===== src/rtl/load_store_unit.sv =====
// load_store_unit: data-memory initiator for the MEM stage.
// One load/store per op over a req/gnt/rvalid word bus, with lane steering,
// load extension, stall generation and fault reporting.
// Optional build macro: LSU_MISALIGNED_SPLIT_EN -- misaligned H/W accesses are
// split into two word transactions instead of raising misalignedFault.
module load_store_unit #(
  parameter int unsigned TIMEOUT_CYCLES = 255
) (
  input  logic        clock,
  input  logic        reset,
  input  logic        lsuValid,
  input  logic        lsuLoad,
  input  logic [2:0]  func3,
  input  logic [31:0] address,
  input  logic [31:0] storeData,
  output logic        lsuBusy,
  output logic        lsuDone,
  output logic [31:0] loadResult,
  output logic        misalignedFault,
  output logic        busFault,
  output logic        memReq,
  output logic        memWe,
  output logic [31:0] memAddr,
  output logic [3:0]  memByteEn,
  output logic [31:0] memWData,
  input  logic        memGnt,
  input  logic        memRValid,
  input  logic [31:0] memRData
);

`ifdef LSU_MISALIGNED_SPLIT_EN
  localparam int unsigned BEW = 8;
  localparam int unsigned WDW = 64;
`else
  localparam int unsigned BEW = 4;
  localparam int unsigned WDW = 32;
`endif

  typedef enum logic [2:0] {
    S_IDLE,
    S_REQ,
    S_WAIT,
    S_DONE,
    S_FAULT
`ifdef LSU_MISALIGNED_SPLIT_EN
    , S_REQ2
`endif
  } state_t;

  state_t r_state;
  state_t w_next;

  // Captured op
  logic           r_load;
  logic [2:0]     r_func3;
  logic [1:0]     r_off;
  logic [31:0]    r_addrWord;
  logic [BEW-1:0] r_be;
  logic [WDW-1:0] r_wdata;
  logic [7:0]     r_cnt;
  logic [31:0]    r_loadResult;
`ifdef LSU_MISALIGNED_SPLIT_EN
  logic           r_split;
  logic           r_second;
  logic [31:0]    r_rdata1;
`else
  logic           r_misal;
`endif

  // Decode of the incoming op
  logic           w_legal;
  logic           w_misal;
  logic [3:0]     w_mask;
  logic [BEW-1:0] w_be;
  logic [31:0]    w_wrep;
`ifdef LSU_MISALIGNED_SPLIT_EN
  logic [63:0]    w_wshift;
`endif
  logic           w_tmo;
  logic [31:0]    w_rword;
  logic [31:0]    w_ext;

  assign w_tmo = (r_cnt == 8'(TIMEOUT_CYCLES - 1));

  // Decode legality, alignment, lane mask and store-lane replication
  always_comb begin
    w_legal = 1'b0;
    w_misal = 1'b0;
    w_mask  = 4'b1111;
    w_wrep  = storeData;
    if (lsuLoad) w_legal = (func3 inside {3'b000, 3'b001, 3'b010, 3'b100, 3'b101});
    else         w_legal = (func3 inside {3'b000, 3'b001, 3'b010});
    unique case (func3[1:0])
      2'b00: begin
        w_mask = 4'b0001;
        w_wrep = {4{storeData[7:0]}};
      end
      2'b01: begin
        w_mask  = 4'b0011;
        w_wrep  = {2{storeData[15:0]}};
        w_misal = address[0];
      end
      default: begin
        w_mask  = 4'b1111;
        w_wrep  = storeData;
        w_misal = (address[1:0] != 2'b00);
      end
    endcase
    w_be = BEW'(w_mask) << address[1:0];
`ifdef LSU_MISALIGNED_SPLIT_EN
    w_wshift = {32'b0, storeData} << {address[1:0], 3'b000};
`endif
  end

  // Shift the response so the addressed byte lands in lane 0, then extend
  always_comb begin
`ifdef LSU_MISALIGNED_SPLIT_EN
    w_rword = 32'((r_second ? {memRData, r_rdata1} : {32'b0, memRData}) >> {r_off, 3'b000});
`else
    w_rword = memRData >> {r_off, 3'b000};
`endif
    unique case (r_func3)
      3'b000:  w_ext = {{24{w_rword[7]}}, w_rword[7:0]};
      3'b001:  w_ext = {{16{w_rword[15]}}, w_rword[15:0]};
      3'b100:  w_ext = {24'b0, w_rword[7:0]};
      3'b101:  w_ext = {16'b0, w_rword[15:0]};
      default: w_ext = w_rword;
    endcase
  end

  // State register
  always_ff @(posedge clock) begin
    if (!reset) r_state <= S_IDLE;
    else        r_state <= w_next;
  end

  // Next-state logic; a handshake in the final timeout cycle wins over the timeout
  always_comb begin
    w_next = r_state;
    unique case (r_state)
      S_IDLE: begin
        if (lsuValid) begin
          if (!w_legal) w_next = S_FAULT;
`ifdef LSU_MISALIGNED_SPLIT_EN
          else          w_next = S_REQ;
`else
          else if (w_misal) w_next = S_FAULT;
          else              w_next = S_REQ;
`endif
        end
      end
      S_REQ: begin
        if (memGnt)     w_next = S_WAIT;
        else if (w_tmo) w_next = S_FAULT;
      end
      S_WAIT: begin
        if (memRValid) begin
`ifdef LSU_MISALIGNED_SPLIT_EN
          if (r_split && !r_second) w_next = S_REQ2;
          else                      w_next = S_DONE;
`else
          w_next = S_DONE;
`endif
        end else if (w_tmo) w_next = S_FAULT;
      end
`ifdef LSU_MISALIGNED_SPLIT_EN
      S_REQ2: begin
        if (memGnt)     w_next = S_WAIT;
        else if (w_tmo) w_next = S_FAULT;
      end
`endif
      S_DONE:  w_next = S_IDLE;
      S_FAULT: w_next = S_IDLE;
      default: w_next = S_IDLE;
    endcase
  end

  // Op capture, timeout counter, first-half data and load result
  always_ff @(posedge clock) begin
    if (!reset) begin
      r_load       <= 1'b0;
      r_func3      <= '0;
      r_off        <= '0;
      r_addrWord   <= '0;
      r_be         <= '0;
      r_wdata      <= '0;
      r_cnt        <= '0;
      r_loadResult <= '0;
`ifdef LSU_MISALIGNED_SPLIT_EN
      r_split      <= 1'b0;
      r_second     <= 1'b0;
      r_rdata1     <= '0;
`else
      r_misal      <= 1'b0;
`endif
    end else begin
      if (r_state == S_IDLE && lsuValid) begin
        r_load     <= lsuLoad;
        r_func3    <= func3;
        r_off      <= address[1:0];
        r_addrWord <= {address[31:2], 2'b00};
        r_be       <= w_be;
`ifdef LSU_MISALIGNED_SPLIT_EN
        r_split    <= w_misal;
        r_second   <= 1'b0;
        r_wdata    <= w_misal ? w_wshift : {32'b0, w_wrep};
`else
        r_misal    <= w_legal && w_misal;
        r_wdata    <= w_wrep;
`endif
      end
      // Counter restarts at each transaction; it only advances in REQ/WAIT(/REQ2)
      if (r_state == S_IDLE || (r_state == S_WAIT && memRValid)) r_cnt <= '0;
      else if (r_state != S_DONE && r_state != S_FAULT)         r_cnt <= r_cnt + 8'd1;
`ifdef LSU_MISALIGNED_SPLIT_EN
      if (r_state == S_WAIT && memRValid && r_split && !r_second) begin
        r_rdata1 <= memRData;
        r_second <= 1'b1;
      end
`endif
      if (r_state == S_WAIT && memRValid && w_next == S_DONE && r_load)
        r_loadResult <= w_ext;
    end
  end

  // Bus and status outputs decoded from state; everything idles at zero
  always_comb begin
    lsuBusy         = (r_state != S_IDLE);
    lsuDone         = (r_state == S_DONE);
    loadResult      = r_loadResult;
    busFault        = 1'b0;
    misalignedFault = 1'b0;
    memReq          = 1'b0;
    memWe           = 1'b0;
    memAddr         = '0;
    memByteEn       = '0;
    memWData        = '0;
    unique case (r_state)
      S_REQ: begin
        memReq    = 1'b1;
        memWe     = !r_load;
        memAddr   = r_addrWord;
        memByteEn = r_be[3:0];
        memWData  = r_load ? '0 : r_wdata[31:0];
      end
`ifdef LSU_MISALIGNED_SPLIT_EN
      S_REQ2: begin
        memReq    = 1'b1;
        memWe     = !r_load;
        memAddr   = r_addrWord + 32'd4;
        memByteEn = r_be[7:4];
        memWData  = r_load ? '0 : r_wdata[63:32];
      end
      S_FAULT: busFault = 1'b1;
`else
      S_FAULT: begin
        misalignedFault = r_misal;
        busFault        = !r_misal;
      end
`endif
      default: ;
    endcase
  end

endmodule


===== config.mk =====
export PLATFORM = sky130hd
export DESIGN_NAME = load_store_unit
export DESIGN_NICKNAME = d
export VERILOG_FILES = /design/src/rtl/load_store_unit.sv
export SDC_FILE = /design/constraint.sdc
export NUM_CORES = 1
export LEC_CHECK = 0
export CELL_PAD_IN_SITES_DETAIL_PLACEMENT = 0
export CELL_PAD_IN_SITES_GLOBAL_PLACEMENT = 1
export CORE_UTILIZATION = 35
export CTS_CLUSTER_SIZE = 25
export DETAILED_ROUTE_END_ITERATION = 12
export GPL_TIMING_DRIVEN = 0
export HOLD_SLACK_MARGIN = 0.15
export PLACE_DENSITY = 0.85
export SYNTH_ARGS = -nofsm -noshare
export SYNTH_HDL_FRONTEND = slang
export SYNTH_SLANG_ARGS = --single-unit

===== constraint.sdc =====
create_clock -name clock -period 2.35 [get_ports clock]
set_clock_uncertainty 0.05 [all_clocks]
set_input_delay 0.47 -clock clock [delete_from_list [all_inputs] [get_ports clock]]
set_output_delay 0.47 -clock clock [all_outputs]
set_load 0.01 [all_outputs]

==> run metrics <==
outcome completed; Post-Synthesis Cell Area around 0.006 mm2; Hold Path Class register to register; synth top area cells dfxtp_1 39%, nand2_1 10%, and2_1 8.1%; die area 0.0173 mm2; Synth area leader dfxtp_1; DR pass1 iterations 6; FILL cells between 1500 and 2000; NetSw approximately 0.0015 W; Logic pwr share between 10% and 20%; crit path launch type register; final worst-path cycle share between 90% and 100%; post-layout minimum cycle time 2.35 ns; power density cells between 600 and 700 mW/mm2; WP data required 1.83 ns; Leakage roughly 3.8 nW; Max Clk Rate 426 MHz; Clock Tree Root clkbuf_16; Vias ~5800; footprint of the multi-input gates 0.00329 mm2; sw frac approximately 25%; P&R area growth vs syn 50.9%; Flop pwr share 37.0%; htree depth 4; Worst Setup SP r_state[2]; internal power approximately 0.0043 W; #FFs+latches synth roughly 120; gp weighted congestion between 0.8 and 0.9; reg-to-reg startpoint r_state[0]; max-slew violations 0; Finished Layout Cells between 1000 and 1500; Worst setup EP type output pin; vias in the first global route between 5000 and 6000; Worst Path Class, Setup register to output pin; die span in y between 100 and 150 um; Routed WL per cell approximately 16 um; Routed WL slightly below 20000 um; clock buffer count from CTS 17; number of flops mapped to enable cells by yosys 0; Post-Syn Instances about 700; DRC 0; most common cell after layout, fill and taps aside nand2_1; DIE WIDTH approximately 130 um; VDD IR max between 0.4 and 0.5 mV; max capacitance violation total 0; Initial Util a little over a third; initial DRC count 341; # setup viols final 0; critical path data arrival time between 1.5 and 2 ns; Clk pin slew, worst setup/hold paths ~0.060 ns; post-synthesis sequential area ratio 39.4%; CORE AREA approximately 0.017 mm2; relative slew slack between 60% and 70%; Routed Antenna Nets 0; Worst Tran Pin Value 0.557 ns; share of cells above drive strength 1 17.7%; RSZ-0062 raised after global routing yes; Cell Rows 47; asr flop ratio synth 0%; via/cell ratio ~5; synth warn 0; Port Buffers just over 200; Final #Nets 1054; Hold Crit Start loadResult[6]; GRT Total Usage a little under a quarter; initial antenna violation count 1; post-synth top area share about two fifths; most frequent cells in the layout 161 x nand2_1, 132 x clkdlybuf4s50_1, 113 x dfxtp_1; # hold bufs at CTS 0; first-pass GRT wire length a little over 30000 um; CTS tree done; Hold Vio Cnt, Final 0; TNS Setup 0 ns; Crit Path Max Fanout 6; register area roughly 0.0023 mm2; power consumption 0.00576 W; io pins around 210; ys flop type dfxtp_1; clock network power share a little under half; Remaining Overflow, GRT 0; Num Clock Sinks approximately 120; synth unique cells 52; Syn Area/Cell 8.31 um2; largest net degree at the start of global routing 17; Post-DP HPWL 14100 um; clock latency on the worst-skew pair 0.41 ns; Clock Tree Buf Depth 2; placed cells about 1100
==> cells by family (layout without fill, tap and decap cells) <==
| group | Yosys count | after routing | synth area share, % |
|---|---|---|---|
| AO/OA/AOI/OAI | 161 | 161 | 20.9 |
| XOR/XNOR | 5 | 5 | 0.744 |
| flip-flops | 116 | 116 | 39.4 |
| adder cells (fa/ha/maj) | 2 | 2 | 0.425 |
| AND/OR/NAND/NOR | 313 | 313 | 25.9 |
| buffers and inverters | 69 | 320 | 5.29 |
| multiplexers | 41 | 41 | 7.20 |
| other | 1 | 3 | 0.0637 |
==> cell type report <==
cell class              instances  share of cell area, %
inverters                       8                  0.338
clock inverters                13                   2.04
repair buffers                222                   22.2
clock buffers                  19                   4.99
plain buffers                  58                   3.94
diodes                          1                 0.0282
flip-flops and latches        116                   26.2
well taps                     220                   3.10
multi-input cells             524                   37.1
==> registers in the layout, indices dropped and copies added (netlist names) <==
name        count
r_misal         1
r_wdata        32
r_off           2
r_func3         3
r_cnt           8
r_be            4
r_load          1
loadResult     32
r_state         3
r_addrWord     30
==> worst paths after layout <==
kind	end	depth (start not counted)	slack, ns
max	memWData[2]	7	0.001
min	loadResult[6]	2	0.40
max reg2reg	loadResult[1]	7	0.48
min reg2reg	loadResult[6]	2	0.40
==> synth_stat cells (all sizes together), types with 2 or more instances <==
cell and instances:
nand2 161, dfxtp 116, and2 76, a21boi 61, mux2i 39, buf 32
clkbuf 29, o21ai 25, nor2 20, a21oi 19, nand3 19, o211a 16
o221a 16, o211ai 10, inv 7, nor2b 7, o2bb2ai 7, or3 6
nand3b 4, nor3b 4, nand4 3, nor3 3, xor2 3, a31oi 2
ha 2, nand2b 2, or2 2, xnor2 2
==> power by group through the flow <==
stage | clock (W) | sequential (W) | combinational [W]
2_1_floorplan | 0 | 0.00216 | 0.000464
3_3_place_gp | 0 | 0.00217 | 0.000835
3_5_place_dp | 0 | 0.00218 | 0.000840
4_1_cts | 0.00280 | 0.00214 | 0.000880
5_1_grt | 0.00288 | 0.00215 | 0.000963
6_report | 0.00275 | 0.00213 | 0.000879
==> stage by stage <==
stage	cell area, um2	hold WS [ns]	setup WS, ns	util (%)
after detailed placement	8200	0.397	-0.598	49.6
final	8880	0.403	0.00143	53.8
after floorplan	5890	0.386	0.422	-
after global placement	8200	0.396	-0.564	49.6
after global routing	8880	0.426	-0.0870	53.8
after CTS	8850	0.405	-0.0493	53.6
==> critical path: stages (launching register included) <==
cell and delay [ns]:
dfxtp_4 0.36, nor3b_4 0.25, nor2b_4 0.23, buf_12 0.14, clkbuf_16 0.14, buf_6 0.08, and2_4 0.12, buf_6 0.10
==> per-layer routing <==
layer	vias to the layer above	routed length (um)	GRT usage (%)	share of wire, %
li1	2912	-	-	-
met1	2647	8840	28.5	46
met2	182	8920	37.1	46
met3	20	1260	6.17	6.5
met4	0	308	6.78	1.6
met5	-	0	0	0
==> timing repair <==
item / in CTS / in global routing
resized for setup: 276 / 20
setup endpoints to repair: 70 / 56
pin swaps: 7 / 1
buffers inserted: 13 / 5
gates cloned: 4 / 0
Note: power is estimated with default switching activity, not from simulation.
